### config.mk
export PLATFORM = sky130hd
export DESIGN_NAME = rupt_priority_scheduler
export DESIGN_NICKNAME = d
export VERILOG_FILES = /design/src/rtl/rupt_priority_scheduler.sv
export SDC_FILE = /design/constraint.sdc
export NUM_CORES = 1
export LEC_CHECK = 0
export CAP_MARGIN = 20
export CORE_MARGIN = 4
export CORE_UTILIZATION = 43
export DETAILED_ROUTE_END_ITERATION = 8
export PLACE_DENSITY = 0.77
export SYNTH_ARGS = -nofsm -noshare
export SYNTH_HDL_FRONTEND = slang
export SYNTH_SLANG_ARGS = --single-unit
### constraint.sdc
create_clock -name CLOCK -period 1.9 [get_ports CLOCK]
set_input_delay 0.38 -clock CLOCK [delete_from_list [all_inputs] [get_ports CLOCK]]
set_output_delay 0.38 -clock CLOCK [all_outputs]
set_load 0.02 [all_outputs]
### src/rtl/rupt_priority_scheduler.sv
// Interrupt (rupt) priority scheduler.
// Latches per-source request strobes into PEND and arbitrates them by fixed
// priority, with bit 0 the highest. A single 4-state FSM raises RUPTOR_n toward
// the sequencer on an end-of-memory-cycle strobe (T12). It then tracks the
// acknowledge (KRPT) and the end of service (RESUME).
module rupt_priority_scheduler #(
    parameter int NRUPT = 10,
    parameter int VW    = 4
) (
    input  logic             CLOCK,
    input  logic             SIM_RST,
    input  logic [NRUPT-1:0] RUPT_REQ,
    input  logic             INHINT,
    input  logic             OVNHRP,
    input  logic             MNHRPT,
    input  logic             T12,
    input  logic             KRPT,
    input  logic             RESUME,
    output logic             RUPTOR_n,
    output logic [VW-1:0]    RPTADR,
    output logic [NRUPT-1:0] PEND,
    output logic             IIP
);

    typedef enum logic [1:0] {
        IDLE    = 2'd0,
        ARMED   = 2'd1,
        REQ     = 2'd2,
        SERVICE = 2'd3
    } state_t;

    state_t           state;
    logic             block;
    logic [NRUPT-1:0] clr_mask;

    // Index + 1 of the lowest set bit, or 0 when no bit is set.
    function automatic logic [VW-1:0] first_index(input logic [NRUPT-1:0] bits);
        logic [VW-1:0] idx;
        idx = '0;
        for (int i = NRUPT - 1; i >= 0; i--) begin
            if (bits[i]) idx = VW'(i + 1);
        end
        return idx;
    endfunction

    // Any inhibit source, including a rupt already in service, blocks arming.
    always_comb begin
        block = INHINT | OVNHRP | MNHRPT | IIP;
    end

    // The acknowledged grant is the only pending bit that may ever be cleared.
    always_comb begin
        clr_mask = '0;
        for (int i = 0; i < NRUPT; i++) begin
            if (state == REQ && KRPT && RPTADR == VW'(i + 1)) clr_mask[i] = 1'b1;
        end
    end

    // Pending latch and scheduler FSM. All outputs are registered here.
    always_ff @(posedge CLOCK or posedge SIM_RST) begin
        if (SIM_RST) begin
            state    <= IDLE;
            PEND     <= '0;
            RPTADR   <= '0;
            IIP      <= 1'b0;
            RUPTOR_n <= 1'b1;
        end else begin
            // A new strobe wins over a same-edge clear of the same bit.
            PEND <= (PEND & ~clr_mask) | RUPT_REQ;
            case (state)
                IDLE: begin
                    if (PEND != '0 && !block) state <= ARMED;
                end
                ARMED: begin
                    // T12 is only honoured after a full cycle in ARMED.
                    if (block || PEND == '0) begin
                        state <= IDLE;
                    end else if (T12) begin
                        state    <= REQ;
                        RUPTOR_n <= 1'b0;
                        RPTADR   <= first_index(PEND);
                    end
                end
                REQ: begin
                    // The acknowledge takes precedence over a same-edge inhibit.
                    if (KRPT) begin
                        state    <= SERVICE;
                        RUPTOR_n <= 1'b1;
                        IIP      <= 1'b1;
                    end else if (INHINT | OVNHRP | MNHRPT) begin
                        state    <= IDLE;
                        RUPTOR_n <= 1'b1;
                        RPTADR   <= '0;
                    end
                end
                SERVICE: begin
                    if (RESUME) begin
                        state  <= IDLE;
                        IIP    <= 1'b0;
                        RPTADR <= '0;
                    end
                end
                default: state <= IDLE;
            endcase
        end
    end

endmodule

==> impl_metrics.env <==
export IMPL_n_fill_cell=150
export IMPL_max_cap_violations=0
export IMPL_cts_tree="done"
export IMPL_slew_at_the_pin_with_the_worst_max_slew_slack_ns=0.555
export IMPL_yosys_cell_types_count=29
export IMPL_die_area_mm2=0.00302
export IMPL_pwr_share_comb_pct=9.1
export IMPL_gr_total_overflow=0
export IMPL_route_detailed_wl_per_inst_um=14.8
export IMPL_finalSetupViolCount=0
export IMPL_io_buffers=33
export IMPL_layout_area_seq_um2=452
export IMPL_worst_endpoint_arrival_ns=1.44
export IMPL_worst_endpoint_required_ns=1.52
export IMPL_drt_wl_total_um=2520
export IMPL_final_setup_slack_of_the_worst_path_ns=0.0799
export IMPL_die_w_um=54.9
export IMPL_nNetsFinal=162
export IMPL_multi_input_area_um2=462
export IMPL_grt_setup_unrepaired="no"
export IMPL_worst_path_stages=1
export IMPL_static_leakage_nw=0.611
export IMPL_detailroute_via_count=915
export IMPL_finalHoldViolCount=0
export IMPL_yosysWarnings=0
export IMPL_critical_path_cell_chain="clkdlybuf4s50_1"
export IMPL_tritoncts_num_buffers=3
export IMPL_ir_worst_vdd_mv=0.329
export IMPL_clkSlewWorstSetupHoldPaths_ns=0.10
export IMPL_outcome="finished clean"
export IMPL_standard_cell_with_the_maximum_stage_delay_on_the_critical_path="clkdlybuf4s50_1"
export IMPL_power_internal_w=0.000503
export IMPL_drt_antenna_violating_nets=0
export IMPL_reg2reg_depth=4
export IMPL_max_clock_path_buffers=2
export IMPL_critical_path_max_stage_delay_ns=0.66
export IMPL_drc=0
export IMPL_place_congestion=0.791
export IMPL_clockRootBuffer="clkbuf_4"
export IMPL_avgSynthCellArea_um2=10.1
export IMPL_worst_path_buf_inv=1
export IMPL_global_route_wire_length_before_repair_um=4080
export IMPL_fin_setup_tns_ns=0
export IMPL_synthCells=94
export IMPL_portion_of_total_power_attributed_to_sequential_cells_pct=60.4
export IMPL_final_util_pct=71.3
export IMPL_initialDrtViolationCount=13
export IMPL_boundaryPins=34
export IMPL_post_route_min_period_ns=1.82
export IMPL_criticalPathCategory="reg2out"
export IMPL_clock_sinks=18
export IMPL_final_layout_size_suffix_gt1_share_pct=18.2
export IMPL_dpl_hpwl_um=1960
export IMPL_cts_htree_levels=1
export IMPL_holdBufCountCts=0
export IMPL_synth_ff_latch_count=18
export IMPL_fp_row_count=16
export IMPL_antenna_cells=0
export IMPL_worst_hold_path_type="in2async"
export IMPL_clock_skew_ns=0.00627
export IMPL_drv_slew=0
export IMPL_floorplan_core_area_mm2=0.00202
export IMPL_route_detailed_vias_per_inst=5.38
export IMPL_clk_insertion_delay_late_ns=0.29
export IMPL_place_inst=165
export IMPL_synth_yosys_seq_area_share_pct=47.7
export IMPL_floorplan_initialDensity_pct=46.8
export IMPL_grt_max_degree=19
export IMPL_power_density_cell_area_mw_per_mm2=443
export IMPL_timing_critical_path_from_type="register"
export IMPL_synth_fp_nets=112
export IMPL_grt_pass1_vias=1006
export IMPL_final_min_period_over_clock_period_pct=95.8
export IMPL_pwr_share_clk_pct=30.5
export IMPL_sw_frac_of_total_pct=21.4
export IMPL_timing_max_slew_rel_slack_pct=62.9
export IMPL_placement_setup_worst_slack_ns=-0.291
export IMPL_grt_antenna_before_repair=0
export IMPL_syn2layout_area_growth_pct=52.3
export IMPL_maxClockFrequency_mhz=549
export IMPL_final_instance_count_excl_fill=170
export IMPL_setup_worst_path_end_class="primary output"
export IMPL_net_switching_power_w=0.000137
export IMPL_globalRouteTotalUtil_pct=19.1
export IMPL_path_max_fanout=6
export IMPL_initial_drt_pass_iterations=4
export IMPL_dieHeight_um=54.9
export IMPL_syn_area_um2=947
export IMPL_top_delay_family_on_crit_path="buffers and inverters"
-- area by class of cell --
| cell class | instances | share of cell area [%] |
|---|---|---|
| clock buffer | 4 | 1.82 |
| inverter | 7 | 1.82 |
| multi-input combinational | 67 | 32.0 |
| sequential | 18 | 31.3 |
| tap | 27 | 2.34 |
| timing repair buffer | 47 | 30.7 |
-- worst min-delay path: stages --
cell	delay, ns
clkdlybuf4s50_1	0.39
inv_1	0.05
buf_4	0.25
-- layout by cell type (no fill, tap or decap), drive strengths merged --
cell	count
or4	1
dlymetal6s2s	3
o32ai	2
nand3	3
buf	14
nand3b	1
nor2	6
dfstp	1
or3	3
a22o	4
o21ai	2
clkbuf	4
or2	1
dfrtp	17
a21oi	5
nor3	3
a31oi	2
clkdlybuf4s50	30
nor4	2
a221oi	2
a32o	1
and3	1
inv	7
nor3b	3
a21o	10
o31ai	2
nor2b	2
nand2	11
-- sequential cells by signal, indices dropped and copies added (netlist names) --
signal    flops
IIP           1
PEND         10
RPTADR        4
RUPTOR_n      1
state         2
-- cells in the mapped netlist, drive strengths merged --
cell | n | area share, %
a21o | 10 | 7.9
a21oi | 5 | 2.6
a221oi | 2 | 1.8
a22o | 4 | 3.8
a31oi | 2 | 2.9
a32o | 1 | 1.1
and3 | 1 | 0.66
clkbuf | 2 | 0.79
dfrtp | 17 | 45
dfstp | 1 | 2.8
inv | 7 | 2.8
nand2 | 11 | 4.4
nand3 | 3 | 1.6
nand3b | 1 | 0.79
nor2 | 6 | 2.4
nor2b | 2 | 1.3
nor3 | 3 | 1.6
nor3b | 3 | 2.4
nor4 | 2 | 4.5
o21ai | 2 | 1.1
o31ai | 2 | 1.6
o32ai | 2 | 1.8
or2 | 1 | 0.66
or3 | 3 | 2.6
or4 | 1 | 1.2
-- metal layers --
| layer | GRT usage [%] | vias to the layer above | share of wire (%) |
|---|---|---|---|
| li1 | - | 442 | - |
| met3 | 2.68 | 6 | 5.3 |
| met4 | 9.72 | 0 | 2.0 |
| met1 | 19.6 | 433 | 41 |
| met5 | 0 | - | 0 |
| met2 | 36.8 | 34 | 52 |
-- cells by family after synthesis --
kind of cell	share of synthesized area (%)
flip-flops	47.7
AND/OR/NAND/NOR	24.0
buffers and inverters	3.57
AO/OA/AOI/OAI	24.7
-- path summary, 6_finish.rpt --
path,startpoint,to,slack (ns)
worst min register to register,RUPTOR_n$_DFFE_PP1P_,RUPTOR_n$_DFFE_PP1P_,0.48
min in group CLOCK,RUPTOR_n$_DFFE_PP1P_,RUPTOR_n$_DFFE_PP1P_,0.48
worst max-delay path,PEND[5]$_DFF_PP0_,PEND[5],0.08
max in group asynchronous,SIM_RST,RUPTOR_n$_DFFE_PP1P_,1.24
worst min-delay path,SIM_RST,RPTADR[3]$_DFFE_PP0P_,0.40
worst max register to register,IIP$_DFFE_PP0P_,RPTADR[2]$_DFFE_PP0P_,0.12
-- power groups by stage --
stage	Clock [W]	Combinational, W	Sequential (W)
finish	0.000195	0.0000584	0.000386
global route	0.000216	0.0000634	0.000387
CTS	0.000202	0.0000600	0.000386
detailed placement	0	0.0000597	0.000394
global placement	0	0.0000581	0.000394
floorplan	0	0.0000108	0.000395
-- through the flow --
stage	power (W)	instance area (um2)	hold WS (ns)
floorplan	0.000406	947	0.318
global route	0.000666	1440	0.446
CTS	0.000648	1430	0.398
finish	0.000639	1440	0.399
detailed placement	0.000453	1400	0.461
global placement	0.000452	1400	0.463
-- repair_timing --
action	in CTS	in global routing
buffers inserted	0	1
gates resized for setup	0	3
setup endpoints to repair	0	2
Power figures use the tool's default switching activity.
